==> config.mk <==
export PLATFORM = sky130hd
export DESIGN_NAME = laser_fire_scheduler
export DESIGN_NICKNAME = d
export VERILOG_FILES = /design/src/rtl/laser_pkg.sv /design/src/rtl/shot_timer.sv /design/src/rtl/laser_fire_scheduler.sv
export SDC_FILE = /design/constraint.sdc
export NUM_CORES = 1
export LEC_CHECK = 0
export BUFFER_PORTS_ARGS = -buffer_cell sky130_fd_sc_hd__buf_2
export CAP_MARGIN = 20
export CORE_MARGIN = 5
export CORE_UTILIZATION = 53
export DETAILED_ROUTE_END_ITERATION = 7
export PLACE_DENSITY_LB_ADDON = 0.15
export SYNTH_ARGS = -nofsm -noshare
export SYNTH_HDL_FRONTEND = slang
export SYNTH_SLANG_ARGS = --single-unit
==> constraint.sdc <==
create_clock -name clk -period 2.7 [get_ports clk]
set_clock_uncertainty 0.15 [all_clocks]
set_input_delay 0.54 -clock clk [delete_from_list [all_inputs] [get_ports clk]]
set_output_delay 0.54 -clock clk [all_outputs]
set_load 0.02 [all_outputs]
==> src/rtl/laser_pkg.sv <==
// Shared types and helpers for the laser fire scheduler.
package laser_pkg;

  localparam int PERIOD_W_DEF = 16;
  localparam int PULSE_W_DEF  = 8;
  localparam int SHOT_W_DEF   = 12;

  typedef enum logic [1:0] {
    IDLE      = 2'd0,
    WAIT_ZERO = 2'd1,
    FIRE      = 2'd2,
    GAP       = 2'd3
  } state_e;

  // A zero-length gate is promoted to one cycle so every shot emits light.
  function automatic logic [31:0] eff_len(input logic [31:0] len);
    return (len == 32'd0) ? 32'd1 : len;
  endfunction

  // The period must leave at least one gate-low cycle between shots.
  function automatic logic [31:0] eff_period(input logic [31:0] period,
                                             input logic [31:0] len);
    return (period > len) ? period : (len + 32'd1);
  endfunction

endpackage

==> src/rtl/shot_timer.sv <==
// Per-shot timer: counts cycles from shot start and drives the laser gate.
module shot_timer #(
  parameter int PERIOD_W = 16,
  parameter int PULSE_W  = 8
) (
  input  logic                clk,
  input  logic                rst,
  input  logic                load_i,
  input  logic                run_i,
  input  logic [PERIOD_W-1:0] period_i,
  input  logic [PULSE_W-1:0]  len_i,
  output logic                gate_o,
  output logic                pulse_done_o,
  output logic                period_done_o
);

  // cnt_q is 1 in the first cycle of a shot and reaches period_i in its last.
  logic [PERIOD_W-1:0] cnt_q, cnt_d;
  logic                gate_q, gate_d;
  logic [PERIOD_W-1:0] len_ext;

  // The gate length is always below the period, so it fits the counter width.
  assign len_ext = PERIOD_W'(len_i);

  // Next count and gate: load restarts the shot, otherwise count while running.
  always_comb begin
    cnt_d  = '0;
    gate_d = 1'b0;
    if (load_i) begin
      cnt_d  = PERIOD_W'(1);
      gate_d = 1'b1;
    end else if (run_i) begin
      cnt_d  = cnt_q + PERIOD_W'(1);
      gate_d = (cnt_q < len_ext);
    end
  end

  // Counter and gate registers; the gate drops at once on reset.
  always_ff @(posedge clk or posedge rst) begin
    if (rst) begin
      cnt_q  <= '0;
      gate_q <= 1'b0;
    end else begin
      cnt_q  <= cnt_d;
      gate_q <= gate_d;
    end
  end

  assign gate_o        = gate_q;
  assign pulse_done_o  = (cnt_q == len_ext);
  assign period_done_o = (cnt_q == period_i);

endmodule

==> src/rtl/laser_fire_scheduler.sv <==
// Laser fire scheduler: one revolution of shots per encoder zero pulse.
//
// state     | meaning
// IDLE      | laser disabled, all outputs low
// WAIT_ZERO | armed, waiting for the revolution index
// FIRE      | laser gate high for the current shot
// GAP       | gate low, waiting for the shot period to elapse
module laser_fire_scheduler
  import laser_pkg::*;
#(
  parameter int PERIOD_W = PERIOD_W_DEF,
  parameter int PULSE_W  = PULSE_W_DEF,
  parameter int SHOT_W   = SHOT_W_DEF
) (
  input  logic                clk,
  input  logic                rst,
  input  logic                laser_enable,
  input  logic                zero_pulse,
  input  logic [PERIOD_W-1:0] cfg_period,
  input  logic [PULSE_W-1:0]  cfg_pulse_len,
  input  logic [SHOT_W-1:0]   cfg_shots,
  output logic                send_en,
  output logic                laser_gate,
  output logic [SHOT_W-1:0]   shot_idx,
  output logic                rev_done,
  output logic                rev_overrun,
  output logic                busy
);

  state_e              state_q, state_d;
  logic [SHOT_W-1:0]   idx_q, idx_d;
  logic [SHOT_W-1:0]   n_q, n_d;
  logic [PERIOD_W-1:0] p_q, p_d;
  logic [PULSE_W-1:0]  l_q, l_d;
  logic                send_q, send_d;
  logic                done_q, done_d;
  logic                ovr_q, ovr_d;
  logic                busy_q, busy_d;
  logic                load, run;
  logic                pulse_done, period_done;
  logic [PULSE_W-1:0]  l_eff;
  logic [PERIOD_W-1:0] p_eff;

  assign l_eff = PULSE_W'(eff_len(32'(cfg_pulse_len)));
  assign p_eff = PERIOD_W'(eff_period(32'(cfg_period), 32'(l_eff)));

  shot_timer #(
    .PERIOD_W(PERIOD_W),
    .PULSE_W (PULSE_W)
  ) u_shot_timer (
    .clk          (clk),
    .rst          (rst),
    .load_i       (load),
    .run_i        (run),
    .period_i     (p_q),
    .len_i        (l_q),
    .gate_o       (laser_gate),
    .pulse_done_o (pulse_done),
    .period_done_o(period_done)
  );

  // Next state, snapshot, shot index and strobes; zero_pulse beats period end.
  always_comb begin
    state_d = state_q;
    idx_d   = idx_q;
    n_d     = n_q;
    p_d     = p_q;
    l_d     = l_q;
    send_d  = 1'b0;
    done_d  = 1'b0;
    ovr_d   = 1'b0;
    load    = 1'b0;
    run     = 1'b0;
    if (!laser_enable) begin
      state_d = IDLE;
    end else begin
      case (state_q)
        IDLE: state_d = WAIT_ZERO;
        WAIT_ZERO, FIRE, GAP: begin
          if (zero_pulse) begin
            ovr_d = (state_q != WAIT_ZERO);
            n_d   = cfg_shots;
            p_d   = p_eff;
            l_d   = l_eff;
            idx_d = '0;
            if (cfg_shots == '0) begin
              state_d = WAIT_ZERO;
              done_d  = (state_q == WAIT_ZERO);
            end else begin
              state_d = FIRE;
              load    = 1'b1;
              send_d  = 1'b1;
            end
          end else if (state_q == FIRE) begin
            run = 1'b1;
            if (pulse_done) state_d = GAP;
          end else if (state_q == GAP) begin
            if (!period_done) begin
              run = 1'b1;
            end else if (idx_q == n_q - SHOT_W'(1)) begin
              done_d  = 1'b1;
              state_d = WAIT_ZERO;
            end else begin
              idx_d   = idx_q + SHOT_W'(1);
              load    = 1'b1;
              send_d  = 1'b1;
              state_d = FIRE;
            end
          end
        end
        default: state_d = IDLE;
      endcase
    end
    busy_d = (state_d == FIRE) || (state_d == GAP);
  end

  // State, snapshot and registered output strobes.
  always_ff @(posedge clk or posedge rst) begin
    if (rst) begin
      state_q <= IDLE;
      idx_q   <= '0;
      n_q     <= '0;
      p_q     <= '0;
      l_q     <= '0;
      send_q  <= 1'b0;
      done_q  <= 1'b0;
      ovr_q   <= 1'b0;
      busy_q  <= 1'b0;
    end else begin
      state_q <= state_d;
      idx_q   <= idx_d;
      n_q     <= n_d;
      p_q     <= p_d;
      l_q     <= l_d;
      send_q  <= send_d;
      done_q  <= done_d;
      ovr_q   <= ovr_d;
      busy_q  <= busy_d;
    end
  end

  assign send_en     = send_q;
  assign shot_idx    = idx_q;
  assign rev_done    = done_q;
  assign rev_overrun = ovr_q;
  assign busy        = busy_q;

endmodule

==> impl_metrics.py, run 1 <==
metrics = {
    "outcome": {
        "status": "finished clean",
    },
    "setup_path": {
        "slowest_delay_ns": 0.52,
        "crit_chain": "nor4_4 > and2_1 > a41oi_1 > a22oi_2 > nand4_4 > buf_4 > a211oi_2 > a31o_1",
        "critPathLaunchType": "flop",
        "critical-path-slowest-cell": "dfrtp_1",
        "rr_worst_depth": 8,
        "required_ns": 2.84,
        "cp.arrival_ns": 2.72,
        "criticalPathCategory": "flop to flop",
        "endpoint_kind": "flop",
        "timing.rr.start": "n_q[4]$_DFFE_PP0P_",
        "crit_buf_inv": 1,
        "r2r_end": "shot_idx[10]$_DFFE_PP0P_",
        "cp_max_fo": 12,
        "path_delay_family": "simple AND/OR/NAND/NOR gates",
        "reg2reg_slack_ns": 0.12,
    },
    "cts": {
        "cts.htree.levels": 3,
        "root_buffer": "clkbuf_8",
        "cts_tree": "built",
        "clock_path_buffers": 2,
        "clk_latency_ns": 0.35,
        "postCtsSetupBuffers": 0,
        "cts.sinks": 71,
        "ctsResizeCount": 0,
        "hold_buffers": 0,
        "clk_pin_slew_ns": 0.08,
        "cts_buffers": 9,
    },
    "drt": {
        "avgRoutedWirePerCell_um": 16.41,
        "drtIter0Drc": 135,
        "first_pass_iters": 4,
        "viasPerCell": 5.748,
        "num_vias": 4087,
        "drc_errors": 0,
        "wl_um": 11670,
        "drtAntennaViolNets": 0,
    },
    "global_route": {
        "grt_start_max_net_pins": 29,
        "first_global_vias": 3926,
        "grt_overflow_total": 0,
        "antenna_found_initial": 0,
        "grt_pass1_wl_um": 19110,
        "track_usage": 0.2326,
    },
    "floorplan": {
        "fp.coreArea_um2": 8299,
        "die_h_um": 102.9,
        "row_count": 33,
        "dieArea_um2": 10580,
        "io-pin-count": 57,
        "die_w_um": 102.9,
        "start_util": 0.5509,
    },
    "run": {
        "cap_violations": 0,
    },
    "yosys": {
        "netlist_area_um2": 4572,
        "synth_top_area_share": 0.3886,
        "yosysSeqAreaShare": 0.3886,
        "synth_cell_types": 64,
        "async_reset_ff_frac": 1.000,
        "ys_ff_latch": 71,
        "avgSynthCellArea_um2": 8.659,
        "synth_warnings": 0,
        "post-synth-top-area-cell": "dfrtp_1",
        "synth_fp_nets": 587,
        "yosys-top-cells-area": "dfrtp_1 39%, nand2_1 7.6%, xnor2_1 5.7%",
        "synth_cells": 528,
        "synth_edf_count": 0,
        "synth_top_flop_cell": "dfrtp_1",
    },
    "power": {
        "p_leak_nw": 2.537,
        "peakVddDrop_mv": 0.3286,
        "power_mw": 3.368,
        "powerDensity_nw_per_um2": 627.3,
    },
    "cells_and_area": {
        "finalCoreUtilization": 0.6469,
        "nets": 660,
        "final_cell_area_um2": 5369,
        "most-common-layout-cells": "92 x nand2_1, 71 x dfrtp_1, 56 x buf_2, 44 x nor2_1, 30 x xnor2_1",
        "drive_gt1_frac": 0.2112,
        "fin_cells": 711,
        "n_antenna_cell": 0,
        "mostFrequentLayoutCell": "nand2_1",
        "syn_to_final_growth_pct": 17.43,
    },
    "sta": {
        "fmax_mhz": 387.2,
        "slew_viol_final": 0,
        "rsz0062_at_grt": "true",
        "max_slew.worst_pin.slew_ns": 0.5848,
        "finalCriticalPeriod_ns": 2.583,
        "setup_viol": 0,
        "finalHoldViolCount": 0,
        "setup-tns-final_ns": 0,
        "hold_slack_ns": 0.08807,
        "layout_setup_ws_ns": 0.1173,
        "fin_crit_sh": 0.9566,
        "relSlewSlack": 0.6096,
    },
    "placement": {
        "gp_congestion": 0.9034,
        "dp_cells": 695,
        "place_ws_ns": -0.2919,
        "dp_hpwl_um": 8890,
        "dpl_cell_area_um2": 5106,
        "io_buffers": 56,
    },
    "worst_hold_path": {
        "hold_class": "input port to async pin",
    },
}
==> kinds of logic (layout without fill, tap and decap cells) <==
| kind of cell | Yosys count | count (layout) | share of synthesized area |
|---|---|---|---|
| and+or+nand+nor | 229 | 229 | 0.2548 |
| AOI/OAI and AO/OA | 110 | 110 | 0.1634 |
| DFF | 71 | 71 | 0.3886 |
| buffers and inverters | 51 | 129 | 0.04844 |
| xor gates and xnor gates | 45 | 45 | 0.08621 |
| adders and majority gates | 19 | 19 | 0.05200 |
| muxes | 3 | 3 | 0.006568 |
==> Yosys cell counts, drive strengths merged, types with 3 or more instances <==
cell type and count:
a211oi 5, a21oi 22, a31o 5, a31oi 6, a41o 3, a41oi 3, and3 11, and4 4
buf 11, clkbuf 13, dfrtp 71, ha 19, inv 27, mux2i 3, nand2 92, nand2b 5
nand3 17, nand4 13, nor2 44, nor2b 7, nor3 10, nor4 13, o211ai 4, o21a 7
o21ai 30, o31a 3, o31ai 6, or3 3, xnor2 30, xor2 15
==> worst max-delay path by stage <==
| stage | endpoint | start | cells past startpoint |
|---|---|---|---|
| CTS | p_q[7]$_DFFE_PP0P_ | cfg_pulse_len[2] | 12 |
| detailed placement | p_q[3]$_DFFE_PP0P_ | cfg_pulse_len[2] | 12 |
| finish | shot_idx[10]$_DFFE_PP0P_ | n_q[4]$_DFFE_PP0P_ | 8 |
| floorplan | p_q[3]$_DFFE_PP0P_ | cfg_pulse_len[2] | 11 |
| global route | shot_idx[10]$_DFFE_PP0P_ | n_q[4]$_DFFE_PP0P_ | 8 |
| global placement | p_q[8]$_DFFE_PP0P_ | cfg_pulse_len[2] | 11 |
==> layer usage <==
metal  track usage  wire length (um)  vias up
met1        0.2912              4856     1953
met3       0.04804               518       25
met5             0                 0        -
met4       0.09363               320        0
li1              -                 -     2004
met2        0.3937              5974      105
==> power breakdown <==
group,internal [mW],switching (mW)
Combinational,0.472,0.598
Clock,0.428,0.424
Sequential,1.25,0.198
==> cell type report <==
type,instances,area [um^2]
Inverter,27,101.3
Multi-Input combinational cell,406,2645
Clock inverter,7,72.57
Tap cell,105,131.4
Fill cell,707,2930
Clock buffer,9,123.9
Sequential cell,71,1777
Timing Repair Buffer,86,518.0
==> flip-flops by register name, summed over array words and instances, names as in the netlist <==
signal and cells:
n_q 12, u_shot_timer.gate_o 1, state_q 2, busy 1, shot_idx 12, p_q 16
u_shot_timer.cnt_q 16, rev_done 1, rev_overrun 1, l_q 8, send_en 1
==> worst register-to-register path, cell delays in order, from the launching register on <==
cell and delay (ns):
dfrtp_1 0.52, nor4_4 0.43, and2_1 0.23, a41oi_1 0.17
a22oi_2 0.25, nand4_4 0.21, buf_4 0.24, a211oi_2 0.20
a31o_1 0.12
No activity file was read; power rests on OpenSTA's default activity.
==> run 2: changes to the inputs <==
- ABC_CLOCK_PERIOD_IN_PS: default -> 2700
- GPL_ROUTABILITY_DRIVEN: default -> 0
- REMOVE_ABC_BUFFERS: default -> 1
==> impl_metrics.py, run 2 (synthesis gave the netlist of run 1 again) <==
metrics = {
    "outcome": {
        "status": "finished clean",
    },
    "sta": {
        "rsz0062_at_grt": "true",
        "finalHoldViolCount": 0,
        "max_slew.worst_pin.slew_ns": 0.4850,
        "layout_setup_ws_ns": 0.1232,
        "slew_viol_final": 0,
        "fmax_mhz": 388.1,
        "setup_viol": 0,
        "fin_crit_sh": 0.9544,
        "hold_slack_ns": 0.09546,
        "finalCriticalPeriod_ns": 2.577,
        "relSlewSlack": 0.6737,
    },
    "floorplan": {
        "row_count": 33,
        "dieArea_um2": 10580,
        "fp.coreArea_um2": 8299,
        "die_w_um": 102.9,
        "start_util": 0.5509,
        "die_h_um": 102.9,
        "io-pin-count": 57,
    },
    "global_route": {
        "grt_overflow_total": 0,
        "antenna_found_initial": 0,
        "first_global_vias": 4266,
        "grt_start_max_net_pins": 72,
        "track_usage": 0.2349,
        "grt_pass1_wl_um": 19590,
    },
    "placement": {
        "dpl_cell_area_um2": 5136,
        "io_buffers": 56,
        "dp_cells": 698,
        "place_ws_ns": -0.2635,
        "dp_hpwl_um": 8669,
    },
    "setup_path": {
        "slowest_delay_ns": 0.40,
        "crit_chain": "inv_1 > ha_2 > buf_4 > and3b_1 > o21a_1 > o31ai_1 > buf_4 > a211oi_2 > nand4_4 > buf_12 > a211oi_2 > a31o_1",
        "critPathLaunchType": "flop",
        "timing.rr.start": "n_q[1]$_DFFE_PP0P_",
        "reg2reg_slack_ns": 0.12,
        "cp_max_fo": 9,
        "rr_worst_depth": 12,
        "endpoint_kind": "flop",
        "cp.arrival_ns": 2.72,
        "criticalPathCategory": "flop to flop",
        "r2r_end": "shot_idx[10]$_DFFE_PP0P_",
        "path_delay_family": "compound AO/OA/AOI/OAI gates",
        "required_ns": 2.84,
        "critical-path-slowest-cell": "dfrtp_1",
        "crit_buf_inv": 4,
    },
    "cts": {
        "hold_buffers": 0,
        "root_buffer": "clkbuf_8",
        "clk_pin_slew_ns": 0.08,
        "cts_buffers": 9,
        "clk_latency_ns": 0.36,
        "cts.htree.levels": 3,
        "clock_path_buffers": 2,
        "cts_tree": "built",
        "cts.sinks": 71,
    },
    "drt": {
        "first_pass_iters": 4,
        "viasPerCell": 5.815,
        "drc_errors": 0,
        "num_vias": 4169,
        "drtAntennaViolNets": 0,
        "avgRoutedWirePerCell_um": 16.13,
        "wl_um": 11560,
        "drtIter0Drc": 172,
    },
    "cells_and_area": {
        "nets": 666,
        "mostFrequentLayoutCell": "nand2_1",
        "final_cell_area_um2": 5385,
        "finalCoreUtilization": 0.6489,
        "reg_top3": "p_q x16, u_shot_timer.cnt_q x16",
        "syn_to_final_growth_pct": 17.79,
        "fin_cells": 717,
        "most-common-layout-cells": "92 x nand2_1, 71 x dfrtp_1, 56 x buf_2, 44 x nor2_1, 34 x buf_4",
        "drive_gt1_frac": 0.2059,
        "n_antenna_cell": 0,
    },
    "worst_hold_path": {
        "hold_class": "input port to async pin",
    },
    "power": {
        "p_leak_nw": 2.574,
        "peakVddDrop_mv": 0.3556,
        "powerDensity_nw_per_um2": 631.6,
    },
    "run": {
        "cap_violations": 0,
    },
}
==> run 2: final cells by class <==
cell class | count | area (um^2)
clock buffer | 10 | 137.6
timing repair buffer | 92 | 575.6
multi-input combinational | 406 | 2594
tap | 105 | 131.4
inverter | 27 | 101.3
sequential | 71 | 1777
fill | 721 | 2914
clock inverter | 6 | 68.82
==> run 2: worst max-delay path by stage <==
stage	from	to	slack, ns	cells after the start
4_1_cts	n_q[0]$_DFFE_PP0P_	shot_idx[10]$_DFFE_PP0P_	0.07	12
3_3_place_gp	cfg_pulse_len[2]	p_q[8]$_DFFE_PP0P_	-0.15	11
2_1_floorplan	cfg_pulse_len[2]	p_q[0]$_DFFE_PP0P_	-0.14	11
3_5_place_dp	cfg_pulse_len[2]	p_q[8]$_DFFE_PP0P_	-0.26	11
5_1_grt	n_q[1]$_DFFE_PP0P_	shot_idx[3]$_DFFE_PP0P_	-0.01	12
6_report	n_q[1]$_DFFE_PP0P_	shot_idx[10]$_DFFE_PP0P_	0.12	12
==> run 2: timing repair <==
| item | 4_1_cts | 5_1_grt |
|---|---|---|
| setup buffers | 3 | 0 |
| resized for setup | 1 | 4 |
| pin swaps | 1 | 1 |
| endpoints found under the setup margin | 8 | 18 |
| hold endpoints to repair | 0 | 0 |
==> run 2: tightest hold or removal path, delay by kind of cell <==
kind | cells | cell delay, ns
buffers and inverters | 3 | 0.47
==> run 2: report_power, final <==
part           switching [mW]  internal [mW]
clock                   0.428          0.457
sequential              0.178           1.25
combinational           0.606          0.484
==> run 2: routing by layer <==
metal	global-route usage	vias to the layer above	part of all wire
met2	0.4032	125	0.49
met5	0	-	0
met1	0.2911	2001	0.43
met3	0.05142	24	0.055
met4	0.08566	0	0.028
li1	-	2019	-
==> run 2: metrics by stage <==
stage,TNS (ns),total power [mW]
after floorplan,-0.5636,2.139
after global routing,-0.01132,3.625
after global placement,-0.9511,2.469
final,0,3.401
after CTS,0,3.411
after detailed placement,-2.075,2.511
==> run 3: changes to the inputs <==
- CORE_UTILIZATION: 53 -> 55
- CTS_BUF_LIST: default -> sky130_fd_sc_hd__clkbuf_2
==> impl_metrics.py, run 3 (synthesis gave the netlist of run 1 again) <==
metrics = {
    "floorplan": {
        "fp.coreArea_um2": 8175,
        "row_count": 33,
        "dieArea_um2": 10240,
        "die_w_um": 101.2,
        "start_util": 0.5592,
        "die_h_um": 101.2,
        "io-pin-count": 57,
    },
    "power": {
        "peakVddDrop_mv": 0.3228,
        "powerDensity_nw_per_um2": 618.8,
        "p_leak_nw": 2.546,
    },
    "sta": {
        "finalCriticalPeriod_ns": 2.554,
        "relSlewSlack": 0.6661,
        "rsz0062_at_grt": "true",
        "fmax_mhz": 391.5,
        "fin_crit_sh": 0.9460,
        "layout_setup_ws_ns": 0.1457,
        "finalHoldViolCount": 0,
        "setup_viol": 0,
        "max_slew.worst_pin.slew_ns": 0.4970,
        "hold_slack_ns": 0.03257,
        "slew_viol_final": 0,
    },
    "global_route": {
        "grt_start_max_net_pins": 72,
        "track_usage": 0.2360,
        "antenna_found_initial": 0,
        "first_global_vias": 4103,
        "grt_pass1_wl_um": 19240,
        "grt_overflow_total": 0,
    },
    "worst_hold_path": {
        "hold_class": "input port to flop",
    },
    "cells_and_area": {
        "final-seq-area_um2": 1777,
        "multi_input_area_um2": 2606,
        "nets": 664,
        "mostFrequentLayoutCell": "nand2_1",
        "drive_gt1_frac": 0.2033,
        "finalCoreUtilization": 0.6517,
        "fin_cells": 715,
        "n_fill_cell": 707,
        "n_antenna_cell": 0,
        "reg_top3": "p_q x16, u_shot_timer.cnt_q x16",
        "syn_to_final_growth_pct": 16.53,
        "most-common-layout-cells": "92 x nand2_1, 71 x dfrtp_1, 56 x buf_2, 44 x nor2_1, 31 x buf_4",
    },
    "drt": {
        "first_pass_iters": 4,
        "viasPerCell": 5.706,
        "drtIter0Drc": 139,
        "num_vias": 4080,
        "wl_um": 11310,
        "avgRoutedWirePerCell_um": 15.81,
        "drtAntennaViolNets": 0,
        "drc_errors": 0,
    },
    "setup_path": {
        "crit_buf_inv": 4,
        "cp_max_fo": 9,
        "crit_top_cell": "buf_4",
        "crit_chain": "inv_1 > ha_2 > buf_4 > and3b_1 > o21a_1 > o31ai_1 > buf_4 > a211oi_2 > nand4_4 > buf_4 > a211oi_2 > a31o_1",
        "required_ns": 3.02,
        "slowest_delay_ns": 0.42,
        "critical-path-slowest-cell": "dfrtp_1",
        "criticalPathCategory": "flop to flop",
        "cp.arrival_ns": 2.87,
        "critPathLaunchType": "flop",
        "endpoint_kind": "flop",
        "path_delay_family": "compound AO/OA/AOI/OAI gates",
    },
    "cts": {
        "clk_pin_slew_ns": 0.22,
        "cts.sinks": 71,
        "cts_buffers": 9,
        "root_buffer": "clkbuf_2",
        "cts.htree.levels": 3,
        "cts_tree": "built",
        "clock_path_buffers": 2,
        "clk_latency_ns": 0.54,
    },
    "placement": {
        "place_ws_ns": -0.2785,
        "dp_hpwl_um": 8421,
        "dp_cells": 694,
        "io_buffers": 56,
    },
    "outcome": {
        "status": "finished clean",
    },
    "run": {
        "cap_violations": 0,
    },
}
run 3: layout make-up:
class,count,share of cell area
multi-input cells,406,0.4892
flip-flops and latches,71,0.3335
repair buffers,90,0.1038
well taps,105,0.02466
clock inverters,6,0.02043
inverters,27,0.01902
clock buffers,10,0.009394
run 3: what timing repair did:
| action | 4_1_cts | 5_1_grt |
|---|---|---|
| hold buffers | 2 | 0 |
| buffers inserted | 0 | 3 |
| hold endpoints to repair | 72 | 0 |
| gates resized for setup | 0 | 7 |
| setup endpoints to repair | 0 | 15 |
run 3: layer usage:
layer | vias to the layer above | wire length (um) | global-route usage
met4 | 0 | 292 | 0.09509
met1 | 1933 | 4907 | 0.2993
met3 | 27 | 509 | 0.03650
li1 | 2016 | - | -
met2 | 104 | 5596 | 0.4034
met5 | - | 0 | 0
run 3: final timing paths:
| check | startpoint | to | slack [ns] | cells after the start |
|---|---|---|---|---|
| max in group asynchronous | rst | p_q[2]$_DFFE_PP0P_ | 1.61 | 4 |
| min in group asynchronous | rst | shot_idx[2]$_DFFE_PP0P_ | 0.43 | 4 |
| worst max register to register | n_q[0]$_DFFE_PP0P_ | shot_idx[10]$_DFFE_PP0P_ | 0.15 | 12 |
| worst min-delay path | cfg_period[13] | p_q[13]$_DFFE_PP0P_ | 0.03 | 3 |
| worst max-delay path | n_q[0]$_DFFE_PP0P_ | shot_idx[10]$_DFFE_PP0P_ | 0.15 | 12 |
| worst min register to register | l_q[0]$_DFFE_PP0P_ | l_q[0]$_DFFE_PP0P_ | 0.37 | 2 |
run 3: power breakdown:
part,internal (mW),switching [mW]
registers,1.25,0.185
clock network,0.402,0.391
logic,0.475,0.598
run 3: worst reg2reg max path: stages, from the launching register on:
cell and delay, ns:
dfrtp_1 0.42, inv_1 0.08, ha_2 0.26, buf_4 0.15, and3b_1 0.15, o21a_1 0.11
o31ai_1 0.08, buf_4 0.15, a211oi_2 0.27, nand4_4 0.22, buf_4 0.20, a211oi_2 0.17
a31o_1 0.12
run 3: through the flow:
step	total power, mW	cell area, um^2	TNS (ns)
floorplan	2.139	4452	-0.5636
global placement	2.451	5094	-0.8618
detailed placement	2.492	5094	-1.989
CTS	3.288	5273	0
global route	3.526	5328	-0.002737
finish	3.297	5328	0
